--- src/rtl/mc_control_fsm_if.sv ---
// mc_control_fsm_if: bundle between the multicycle control FSM and the
// 8-bit CPU datapath / memory.
//
// Signals
//   ir, zero        datapath -> control: instruction register, registered ALU zero flag
//   mem_ready       memory   -> control: current access completes this cycle
//   mem_req/mem_we  control  -> memory : access request, 1 = write
//   addrsel..alu_op control  -> datapath mux selects and ALU operation
//   pc_write..reg_write control -> datapath write strobes
//   halted, state   control  -> observers: halt flag and current state code
//
// Handshake: mem_req (with mem_we and addrsel) is a request that stays
// asserted and stable until a cycle in which mem_ready is high; the access
// completes in exactly that cycle, and the load strobes tied to it
// (ir_write, pc_write in FETCH, mdr_write) pulse only in that cycle.
// mem_ready seen while no request is pending has no effect.
//
// Modports: master = control unit, slave = datapath/memory side.
interface mc_control_fsm_if;
  logic [7:0] ir;
  logic       zero;
  logic       mem_ready;
  logic       mem_req;
  logic       mem_we;
  logic       addrsel;
  logic       opa_sel;
  logic       reg_in;
  logic       alu1;
  logic [2:0] alu2;
  logic [1:0] alu_op;
  logic       pc_write;
  logic       pc_src;
  logic       ir_write;
  logic       mdr_write;
  logic       reg_write;
  logic       halted;
  logic [3:0] state;

  modport master (
    input  ir, zero, mem_ready,
    output mem_req, mem_we, addrsel, opa_sel, reg_in, alu1, alu2, alu_op,
           pc_write, pc_src, ir_write, mdr_write, reg_write, halted, state
  );

  modport slave (
    output ir, zero, mem_ready,
    input  mem_req, mem_we, addrsel, opa_sel, reg_in, alu1, alu2, alu_op,
           pc_write, pc_src, ir_write, mdr_write, reg_write, halted, state
  );
endinterface

--- src/rtl/mc_control_fsm.sv ---
// mc_control_fsm: multicycle control unit for the 8-bit CPU.
// Decodes the instruction register and drives every datapath select and
// write enable once per cycle, and runs the request/ready handshake with
// instruction/data memory.
//
// Ports
//   clk    in  system clock, rising edge
//   reset  in  asynchronous, active-high; forces FETCH
//   bus    mc_control_fsm_if.master (see interface header for signal list)
//
// Moore outputs are registered: they are computed from the next state and
// loaded on the same edge as the state register, so they are glitch-free and
// line up with the state code. The strobes that depend on mem_ready or zero
// in the current cycle (ir_write, pc_write, mdr_write) are decoded
// combinationally from the current state.
module mc_control_fsm (
  input  logic              clk,
  input  logic              reset,
  mc_control_fsm_if.master  bus
);

  typedef enum logic [3:0] {
    S_FETCH    = 4'd0,
    S_DECODE   = 4'd1,
    S_EXEC_R   = 4'd2,
    S_EXEC_I   = 4'd3,
    S_EXEC_ORI = 4'd4,
    S_WB_ALU   = 4'd5,
    S_MEM_RD   = 4'd6,
    S_WB_MEM   = 4'd7,
    S_MEM_WR   = 4'd8,
    S_BRANCH   = 4'd9,
    S_HALT     = 4'd15
  } state_e;

  typedef enum logic [3:0] {
    OP_ADD, OP_SUB, OP_NAND, OP_LOAD, OP_STORE,
    OP_BZ, OP_BNZ, OP_ADDI, OP_ORI, OP_ILL
  } op_e;

  typedef struct packed {
    logic       mem_req;
    logic       mem_we;
    logic       addrsel;
    logic       opa_sel;
    logic       reg_in;
    logic       alu1;
    logic [2:0] alu2;
    logic [1:0] alu_op;
    logic       pc_src;
    logic       reg_write;
    logic       halted;
  } moore_t;

  state_e state_q, state_d;
  moore_t out_q;
  op_e    op;

  // Upper IR bits carry register numbers and immediates consumed by the
  // datapath only; the opcode lives in the low nibble.
  logic unused_ir_hi;
  assign unused_ir_hi = ^bus.ir[7:4];

  // Full low-nibble opcodes take priority over the 3-bit immediate forms.
  function automatic op_e decode_op(input logic [3:0] lo);
    op_e r;
    case (lo)
      4'b0100: r = OP_ADD;
      4'b0110: r = OP_SUB;
      4'b1000: r = OP_NAND;
      4'b0000: r = OP_LOAD;
      4'b0010: r = OP_STORE;
      4'b0101: r = OP_BZ;
      4'b1001: r = OP_BNZ;
      default: begin
        case (lo[2:0])
          3'b011:  r = OP_ADDI;
          3'b111:  r = OP_ORI;
          default: r = OP_ILL;
        endcase
      end
    endcase
    return r;
  endfunction

  function automatic moore_t moore_of(input state_e s, input op_e o);
    moore_t m;
    m = '0;
    case (s)
      S_FETCH: begin
        m.mem_req = 1'b1;
        m.alu2    = 3'b001;
      end
      S_DECODE: begin
        m.alu2 = 3'b010;                 // ALUout <= PC + Imm4 (branch target)
      end
      S_EXEC_R: begin
        m.alu1   = 1'b1;
        m.alu2   = 3'b000;
        m.alu_op = (o == OP_SUB)  ? 2'b01 :
                   (o == OP_NAND) ? 2'b10 : 2'b00;
      end
      S_EXEC_I: begin
        m.alu1 = 1'b1;
        m.alu2 = 3'b100;
      end
      S_EXEC_ORI: begin
        m.opa_sel = 1'b1;
        m.alu1    = 1'b1;
        m.alu2    = 3'b011;
        m.alu_op  = 2'b11;
      end
      S_WB_ALU: begin
        m.reg_write = 1'b1;
        m.opa_sel   = (o == OP_ORI);     // ORI result always goes to r1
      end
      S_MEM_RD: begin
        m.mem_req = 1'b1;
        m.addrsel = 1'b1;
      end
      S_WB_MEM: begin
        m.reg_write = 1'b1;
        m.reg_in    = 1'b1;
      end
      S_MEM_WR: begin
        m.mem_req = 1'b1;
        m.mem_we  = 1'b1;
        m.addrsel = 1'b1;
      end
      S_BRANCH: m.pc_src = 1'b1;
      S_HALT:   m.halted = 1'b1;
      default:  m = '0;
    endcase
    return m;
  endfunction

  always_comb begin
    op = decode_op(bus.ir[3:0]);
  end

  always_comb begin
    state_d = state_q;
    case (state_q)
      S_FETCH:  if (bus.mem_ready) state_d = S_DECODE;
      S_DECODE: begin
        case (op)
          OP_ADD, OP_SUB, OP_NAND: state_d = S_EXEC_R;
          OP_ADDI:                 state_d = S_EXEC_I;
          OP_ORI:                  state_d = S_EXEC_ORI;
          OP_LOAD:                 state_d = S_MEM_RD;
          OP_STORE:                state_d = S_MEM_WR;
          OP_BZ, OP_BNZ:           state_d = S_BRANCH;
          default:                 state_d = S_HALT;
        endcase
      end
      S_EXEC_R, S_EXEC_I, S_EXEC_ORI: state_d = S_WB_ALU;
      S_WB_ALU, S_WB_MEM, S_BRANCH:   state_d = S_FETCH;
      S_MEM_RD: if (bus.mem_ready) state_d = S_WB_MEM;
      S_MEM_WR: if (bus.mem_ready) state_d = S_FETCH;
      S_HALT:   state_d = S_HALT;
      default:  state_d = S_FETCH;       // unused codes recover to FETCH
    endcase
  end

  always_ff @(posedge clk or posedge reset) begin
    if (reset) begin
      state_q <= S_FETCH;
      out_q   <= moore_of(S_FETCH, OP_ILL);
    end else begin
      state_q <= state_d;
      out_q   <= moore_of(state_d, op);
    end
  end

  // Completion strobes: gated by reset so an access abandoned by an
  // asynchronous reset never fires a write.
  logic fetch_done, branch_take;
  assign fetch_done  = !reset && (state_q == S_FETCH) && bus.mem_ready;
  assign branch_take = !reset && (state_q == S_BRANCH) &&
                       ((op == OP_BZ) ? bus.zero : !bus.zero);

  assign bus.ir_write  = fetch_done;
  assign bus.pc_write  = fetch_done || branch_take;
  assign bus.mdr_write = !reset && (state_q == S_MEM_RD) && bus.mem_ready;

  assign bus.mem_req   = out_q.mem_req;
  assign bus.mem_we    = out_q.mem_we;
  assign bus.addrsel   = out_q.addrsel;
  assign bus.opa_sel   = out_q.opa_sel;
  assign bus.reg_in    = out_q.reg_in;
  assign bus.alu1      = out_q.alu1;
  assign bus.alu2      = out_q.alu2;
  assign bus.alu_op    = out_q.alu_op;
  assign bus.pc_src    = out_q.pc_src;
  assign bus.reg_write = out_q.reg_write;
  assign bus.halted    = out_q.halted;
  assign bus.state     = state_q;

endmodule
--- src/flat_wrapper.sv ---
// flat-port wrapper written by rule: the top's interface ports become plain ports
module mc_control_fsm_flat 
  (clk, reset, bus_ir, bus_zero, bus_mem_ready, bus_mem_req, bus_mem_we, bus_addrsel, bus_opa_sel, bus_reg_in, bus_alu1, bus_alu2, bus_alu_op, bus_pc_write, bus_pc_src, bus_ir_write, bus_mdr_write, bus_reg_write, bus_halted, bus_state);
  mc_control_fsm_if bus_i ();
  input  logic clk;
  input  logic reset;
  input wire logic [$bits(bus_i.ir)-1:0] bus_ir;
  input wire logic [$bits(bus_i.zero)-1:0] bus_zero;
  input wire logic [$bits(bus_i.mem_ready)-1:0] bus_mem_ready;
  output wire logic [$bits(bus_i.mem_req)-1:0] bus_mem_req;
  output wire logic [$bits(bus_i.mem_we)-1:0] bus_mem_we;
  output wire logic [$bits(bus_i.addrsel)-1:0] bus_addrsel;
  output wire logic [$bits(bus_i.opa_sel)-1:0] bus_opa_sel;
  output wire logic [$bits(bus_i.reg_in)-1:0] bus_reg_in;
  output wire logic [$bits(bus_i.alu1)-1:0] bus_alu1;
  output wire logic [$bits(bus_i.alu2)-1:0] bus_alu2;
  output wire logic [$bits(bus_i.alu_op)-1:0] bus_alu_op;
  output wire logic [$bits(bus_i.pc_write)-1:0] bus_pc_write;
  output wire logic [$bits(bus_i.pc_src)-1:0] bus_pc_src;
  output wire logic [$bits(bus_i.ir_write)-1:0] bus_ir_write;
  output wire logic [$bits(bus_i.mdr_write)-1:0] bus_mdr_write;
  output wire logic [$bits(bus_i.reg_write)-1:0] bus_reg_write;
  output wire logic [$bits(bus_i.halted)-1:0] bus_halted;
  output wire logic [$bits(bus_i.state)-1:0] bus_state;
  assign bus_i.ir = bus_ir;
  assign bus_i.zero = bus_zero;
  assign bus_i.mem_ready = bus_mem_ready;
  assign bus_mem_req = bus_i.mem_req;
  assign bus_mem_we = bus_i.mem_we;
  assign bus_addrsel = bus_i.addrsel;
  assign bus_opa_sel = bus_i.opa_sel;
  assign bus_reg_in = bus_i.reg_in;
  assign bus_alu1 = bus_i.alu1;
  assign bus_alu2 = bus_i.alu2;
  assign bus_alu_op = bus_i.alu_op;
  assign bus_pc_write = bus_i.pc_write;
  assign bus_pc_src = bus_i.pc_src;
  assign bus_ir_write = bus_i.ir_write;
  assign bus_mdr_write = bus_i.mdr_write;
  assign bus_reg_write = bus_i.reg_write;
  assign bus_halted = bus_i.halted;
  assign bus_state = bus_i.state;
  mc_control_fsm u_core (.clk(clk), .reset(reset), .bus(bus_i));
endmodule
--- config.mk ---
export PLATFORM = sky130hd
export DESIGN_NAME = mc_control_fsm_flat
export DESIGN_NICKNAME = d
export VERILOG_FILES = /design/src/rtl/mc_control_fsm_if.sv /design/src/rtl/mc_control_fsm.sv /design/src/flat_wrapper.sv
export SDC_FILE = /design/constraint.sdc
export NUM_CORES = 1
export LEC_CHECK = 0
export CORE_ASPECT_RATIO = 0.6
export CORE_MARGIN = 2
export CORE_UTILIZATION = 45
export DETAILED_ROUTE_END_ITERATION = 8
export PLACE_DENSITY_LB_ADDON = 0.05
export SLEW_MARGIN = 15
export SYNTH_ARGS = -nofsm -noshare
export SYNTH_HDL_FRONTEND = slang
export SYNTH_SLANG_ARGS = --single-unit
--- constraint.sdc ---
create_clock -name clk -period 2.13 [get_ports clk]
set_input_delay 0.213 -clock clk [delete_from_list [all_inputs] [get_ports clk]]
set_output_delay 0.213 -clock clk [all_outputs]
set_load 0.1 [all_outputs]
==> results.yml, run 1 <==
outcome:
  status: "finished, final reports clean"
timing:
  finalSetupViolCount: 0
  rsz0062_at_grt: "false"
  period_share: 0.9302
  setup_slack_ns: 0.1487
  whs_ns: 0.6223
  finalCriticalPeriod_ns: 1.981
  relSlewSlack: 0.5335
  hold_viol: 0
  tightest_slew_ns: 0.6989
  fmax_ghz: 0.5047
  maxSlewViolCount: 0
  fin_skew_ns: 0.004544
cells_and_area:
  drive_above_1_share: 0.4370
  area_growth_pct: 47.18
  antenna_cells: 0
  final_cell_area_um2: 1471
  fin_cells: 165
  nets: 148
  largest_register_ffs: 4
  num-fill-cells: 171
floorplanning:
  dieArea_um2: 2627
  num_rows: 13
  die_h_um: 40.51
  start_util: 0.4692
  core_um2: 2131
  dieWidth_um: 64.85
  io_pins: 33
worst_setup_path:
  worst_path_max_delay_cell: "clkdlybuf4s50_1"
  cp_top_family: "buffers and inverters"
  r2r_setup_slack_ns: 0.23
  slowest_delay_ns: 0.48
  path_cells: "clkdlybuf4s50_1 -> nor3b_4 -> xnor2_1 -> nand3_1 -> a2111oi_4 -> buf_12"
  timing.rr.start: "u_core.bus.state[3]$_DFF_PP0_"
  crit_required_ns: 1.92
  r2r_cells: 5
  path_buf_inv: 2
  critical_path_class: "in -> out"
  rr_endpoint: "u_core.bus.addrsel$_DFF_PP0_"
  critPathLaunchType: "input pin"
  end_kind: "output pin"
  worstPathMaxFanout: 2
  crit_arrival_ns: 1.77
logic_synthesis:
  synth_top_area_frac: 0.4005
  synth_fp_nets: 112
  synthTopCellsByCount: "16 x dfrtp_1, 7 x nand2_1, 7 x nor2b_1"
  yosysMostFrequentCell: "dfrtp_1"
  ys_warn_count: 0
  synth_edf_count: 0
  synthesis.area_um2: 999.7
  ys_ff_latch: 18
  synth.distinct_cells: 41
  syn_avg_cell_area_um2: 9.997
  synthCells: 100
  ys_seq_area_frac: 0.4531
  synth_area_leaders: "dfrtp_1 40%, dfstp_2 5.3%, nor2b_1 4.4%"
  synth_top_cell_by_area: "dfrtp_1"
  ys_async_sr_fraction: 1.000
  synthFlopType: "dfrtp_1"
clock_tree:
  clock_sinks: 18
  post_cts_buffers: 0
  cts_buffers: 3
  clk_pin_slew_ns: 0.07
  root_buffer: "clkbuf_8"
  ctsHtreeMaxLevel: 1
  cts_tree: "done"
  ctsLongestPathBuffers: 2
  insertion_delay_ns: 0.25
global_route:
  overflow: 0
  antenna_found_initial: 0
  grtUsageTotal: 0.1885
  grt_pass1_wl_um: 3505
  grt_max_degree: 19
  grt_pass1_vias: 704
drt:
  ant_nets: 0
  drt-initial-drc-count: 47
  via_per_inst: 5.218
  dr_total_vias: 861
  wl_um: 2275
  dr.pass1.iters: 4
  drc_errors: 0
  avgRoutedWirePerCell_um: 13.79
placed_design:
  placed_area_um2: 1401
  dp_cells: 161
  hpwlAfterDp_um: 1642
  dp_slack_ns: -0.1008
  io_buffers: 28
  place.gp.congestion: 0.7969
worst_hold_path:
  hold_class: "in -> async"
run:
  drv_cap: 0
[cell usage in the layout, fill, tap and decap left out, types with 2 or more instances in the layout]
cell type	netlist	layout
buf_4	3	30
dfrtp_1	16	12
nor2b_1	7	7
nand2_1	7	6
nor2_1	6	5
nor3_1	5	4
o21ai_0	4	4
clkbuf_8	0	4
clkdlybuf4s50_1	0	4
nand2b_1	4	3
nand3_1	3	3
dlygate4sd2_1	0	3
buf_12	0	3
and3_1	2	2
o21a_1	2	2
nand2b_4	1	2
or3_4	2	2
o21bai_1	2	2
a21o_2	2	2
inv_1	2	2
a211oi_1	2	2
a21oi_2	2	2
dfstp_2	2	2
dfrtp_4	0	2
dfrtp_2	0	2
[worst max-delay path by stage]
stage,startpoint,to,cells after the start
2_1_floorplan,u_core.bus.state[3]$_DFF_PP0_,bus_pc_write,4
3_3_place_gp,bus_ir[3],bus_pc_write,7
3_5_place_dp,bus_ir[3],bus_pc_write,7
4_1_cts,bus_ir[0],bus_pc_write,6
5_1_grt,bus_ir[0],bus_pc_write,6
6_report,bus_ir[0],bus_pc_write,6
[cell type report]
type / instances / area [um2] / share of cell area
clock buffers: 4 / 55.05 / 0.03741
multi-input cells: 70 / 553.0 / 0.3759
well taps: 30 / 37.54 / 0.02551
inverters: 3 / 11.26 / 0.007653
flip-flops and latches: 18 / 462.9 / 0.3146
repair buffers: 40 / 351.6 / 0.2389
[cells by family after synthesis]
| family | Yosys count | share of synthesized area |
|---|---|---|
| compound gates | 23 | 0.1852 |
| xor+xnor | 2 | 0.01753 |
| buf+inv | 12 | 0.07258 |
| flops | 18 | 0.4531 |
| mux | 1 | 0.01126 |
| simple gates | 44 | 0.2603 |
[timing repair]
item / 4_1_cts / 5_1_grt
hold buffers: 0 / 0
gates resized for setup: 6 / 0
pin swaps: 4 / 1
endpoints found under the setup margin: 1 / 1
[routing by layer]
metal	routed length, um	global-route usage	part of all wire
met2	1008	0.2964	0.44
met3	119	0.05899	0.052
met5	0	0	0
met1	1134	0.2610	0.50
met4	12	0.03191	0.0053
[stage by stage]
step                utilization  setup TNS, ns
finish                   0.6905              0
floorplan                     -        -0.3997
global placement         0.6577       -0.05690
global route             0.6905              0
CTS                      0.6905              0
detailed placement       0.6577        -0.1800
Power of run 1 is not shown: default switching activity piles up to over one toggle a cycle in this logic, so the estimate is an artifact.
==> run 2: changes to the inputs <==
Settings changed: ABC_CLOCK_PERIOD_IN_PS set to 2130.
==> results of run 2 <==
Same layout as run 1: the final DEF is identical, and so are final timing and power.
Power of run 2 is left out for the same reason.
==> run 3: changes to the inputs <==
Settings changed: ABC_CLOCK_PERIOD_IN_PS 2130 to 1600, CORE_UTILIZATION 45 to 40.
Clock period 2.13 ns to 1.6 ns, I/O delays scaled along.
==> results.yml, run 3 (synthesized netlist as in run 1, its figures left out) <==
outcome:
  status: "complete, but fails checks"
  violations: "setup timing"
worst_setup_path:
  r2r_cells: 7
  crit_required_ns: 1.44
  crit_arrival_ns: 1.90
  worstPathMaxFanout: 9
  crit_end: "bus_pc_write"
  cp-startpoint: "bus_ir[1]"
  critPathLaunchType: "input pin"
  rr_endpoint: "u_core.bus.alu_op[1]$_DFF_PP0_"
  r2r_setup_slack_ns: -0.33
  critical_path_class: "in -> out"
  end_kind: "output pin"
  timing.rr.start: "u_core.bus.state[3]$_DFF_PP0_"
drt:
  via_per_inst: 5.927
  wl_um: 4418
  dr_total_vias: 1144
  wl_met3_um: 363
  dr.pass1.iters: 4
  ant_nets: 0
  drt-initial-drc-count: 74
  wl_met1_um: 1705
  drc_errors: 0
  wl_met2_um: 2160
  avgRoutedWirePerCell_um: 22.89
  top_layer: "met4"
global_route:
  grt_pass1_vias: 1113
  antenna_found_initial: 0
  grtUsageTotal: 0.2939
  grt_max_degree: 19
  overflow: 0
  grt_pass1_wl_um: 6016
cells_and_area:
  layout.cells.most_common: "buf_4"
  num-fill-cells: 76
  drive_above_1_share: 0.6564
  nets: 176
  final_cell_area_um2: 2059
  area_growth_pct: 106.0
  final_cell_mix: "35 x buf_4, 21 x buf_12, 12 x dfrtp_1"
  largest_register_ffs: 4
  antenna_cells: 0
timing:
  tightest_slew_ns: 0.4988
  whs_ns: 0.4784
  finalCriticalPeriod_ns: 2.062
  fin_skew_ns: 0.004528
  setup_slack_ns: -0.4617
  rsz0062_at_grt: "true"
  fmax_ghz: 0.4850
  fin_tns_setup_ns: -4.571
  period_share: 1.289
  relSlewSlack: 0.6675
  hold_viol: 0
  finalSetupViolCount: 18
  maxSlewViolCount: 0
clock_tree:
  root_buffer: "clkbuf_8"
  ctsHtreeMaxLevel: 1
  insertion_delay_ns: 0.26
  clk_pin_slew_ns: 0.07
  clock_sinks: 18
  cts_tree: "done"
  ctsLongestPathBuffers: 2
  cts_buffers: 3
placed_design:
  io_buffers: 28
  place.gp.congestion: 0.8515
  placed_area_um2: 1798
  dp_slack_ns: -0.5074
  hpwlAfterDp_um: 2123
floorplanning:
  core_um2: 2261
  die_h_um: 42.73
  dieWidth_um: 68.54
  io_pins: 33
  start_util: 0.4422
  dieArea_um2: 2928
  num_rows: 13
run:
  drv_cap: 0
worst_hold_path:
  hold_class: "in -> reg"
run 3: layout make-up:
| type | instances | area (um2) | area share |
|---|---|---|---|
| flip-flops and latches | 18 | 467.9 | 0.2272 |
| inverters | 3 | 16.27 | 0.007898 |
| repair buffers | 68 | 805.8 | 0.3913 |
| well taps | 30 | 37.54 | 0.01823 |
| clock buffers | 4 | 55.05 | 0.02673 |
| multi-input cells | 70 | 676.9 | 0.3287 |
run 3: how the worst min path moves through the flow:
stage                                            start                              to  slack (ns)  cells after the start
after floorplan                                  reset    u_core.bus.addrsel$_DFF_PP0_         0.1                      1
after detailed placement  u_core.bus.alu2[0]$_DFF_PP1_                     bus_alu2[0]        0.67                      1
final                                        bus_ir[3]  u_core.bus.alu_op[0]$_DFF_PP0_        0.48                      5
after CTS                                    bus_ir[2]  u_core.bus.alu_op[0]$_DFF_PP0_        0.47                      5
after global placement    u_core.bus.alu2[0]$_DFF_PP1_                     bus_alu2[0]        0.67                      1
after global routing                         bus_ir[3]  u_core.bus.alu_op[0]$_DFF_PP0_        0.50                      5
run 3: metrics by stage:
| step | instances | util |
|---|---|---|
| global route | 193 | 0.9109 |
| CTS | 191 | 0.8821 |
| detailed placement | 179 | 0.7952 |
| global placement | 179 | 0.7952 |
| finish | 193 | 0.9109 |
| floorplan | 100 | - |
run 3: critical path, cell delays in order:
cell	delay (ns)
dlygate4sd2_1	0.35
nor3b_4	0.29
xnor2_1	0.20
nand3_1	0.22
a2111oi_4	0.47
buf_12	0.22
run 3: what timing repair did:
item	4_1_cts	5_1_grt
buffers inserted	7	3
pin swaps	10	6
setup endpoints to repair	16	18
hold buffers	0	0
gates resized for setup	24	9
cloned	1	0
run 3: layer usage:
metal  global-route usage  vias to the layer above
li1                     -                      480
met1               0.3562                      570
met2               0.5115                       72
met3              0.06897                       22
met4              0.08800                        0
met5                    0                        -
Power of run 3 is left out for the same reason.
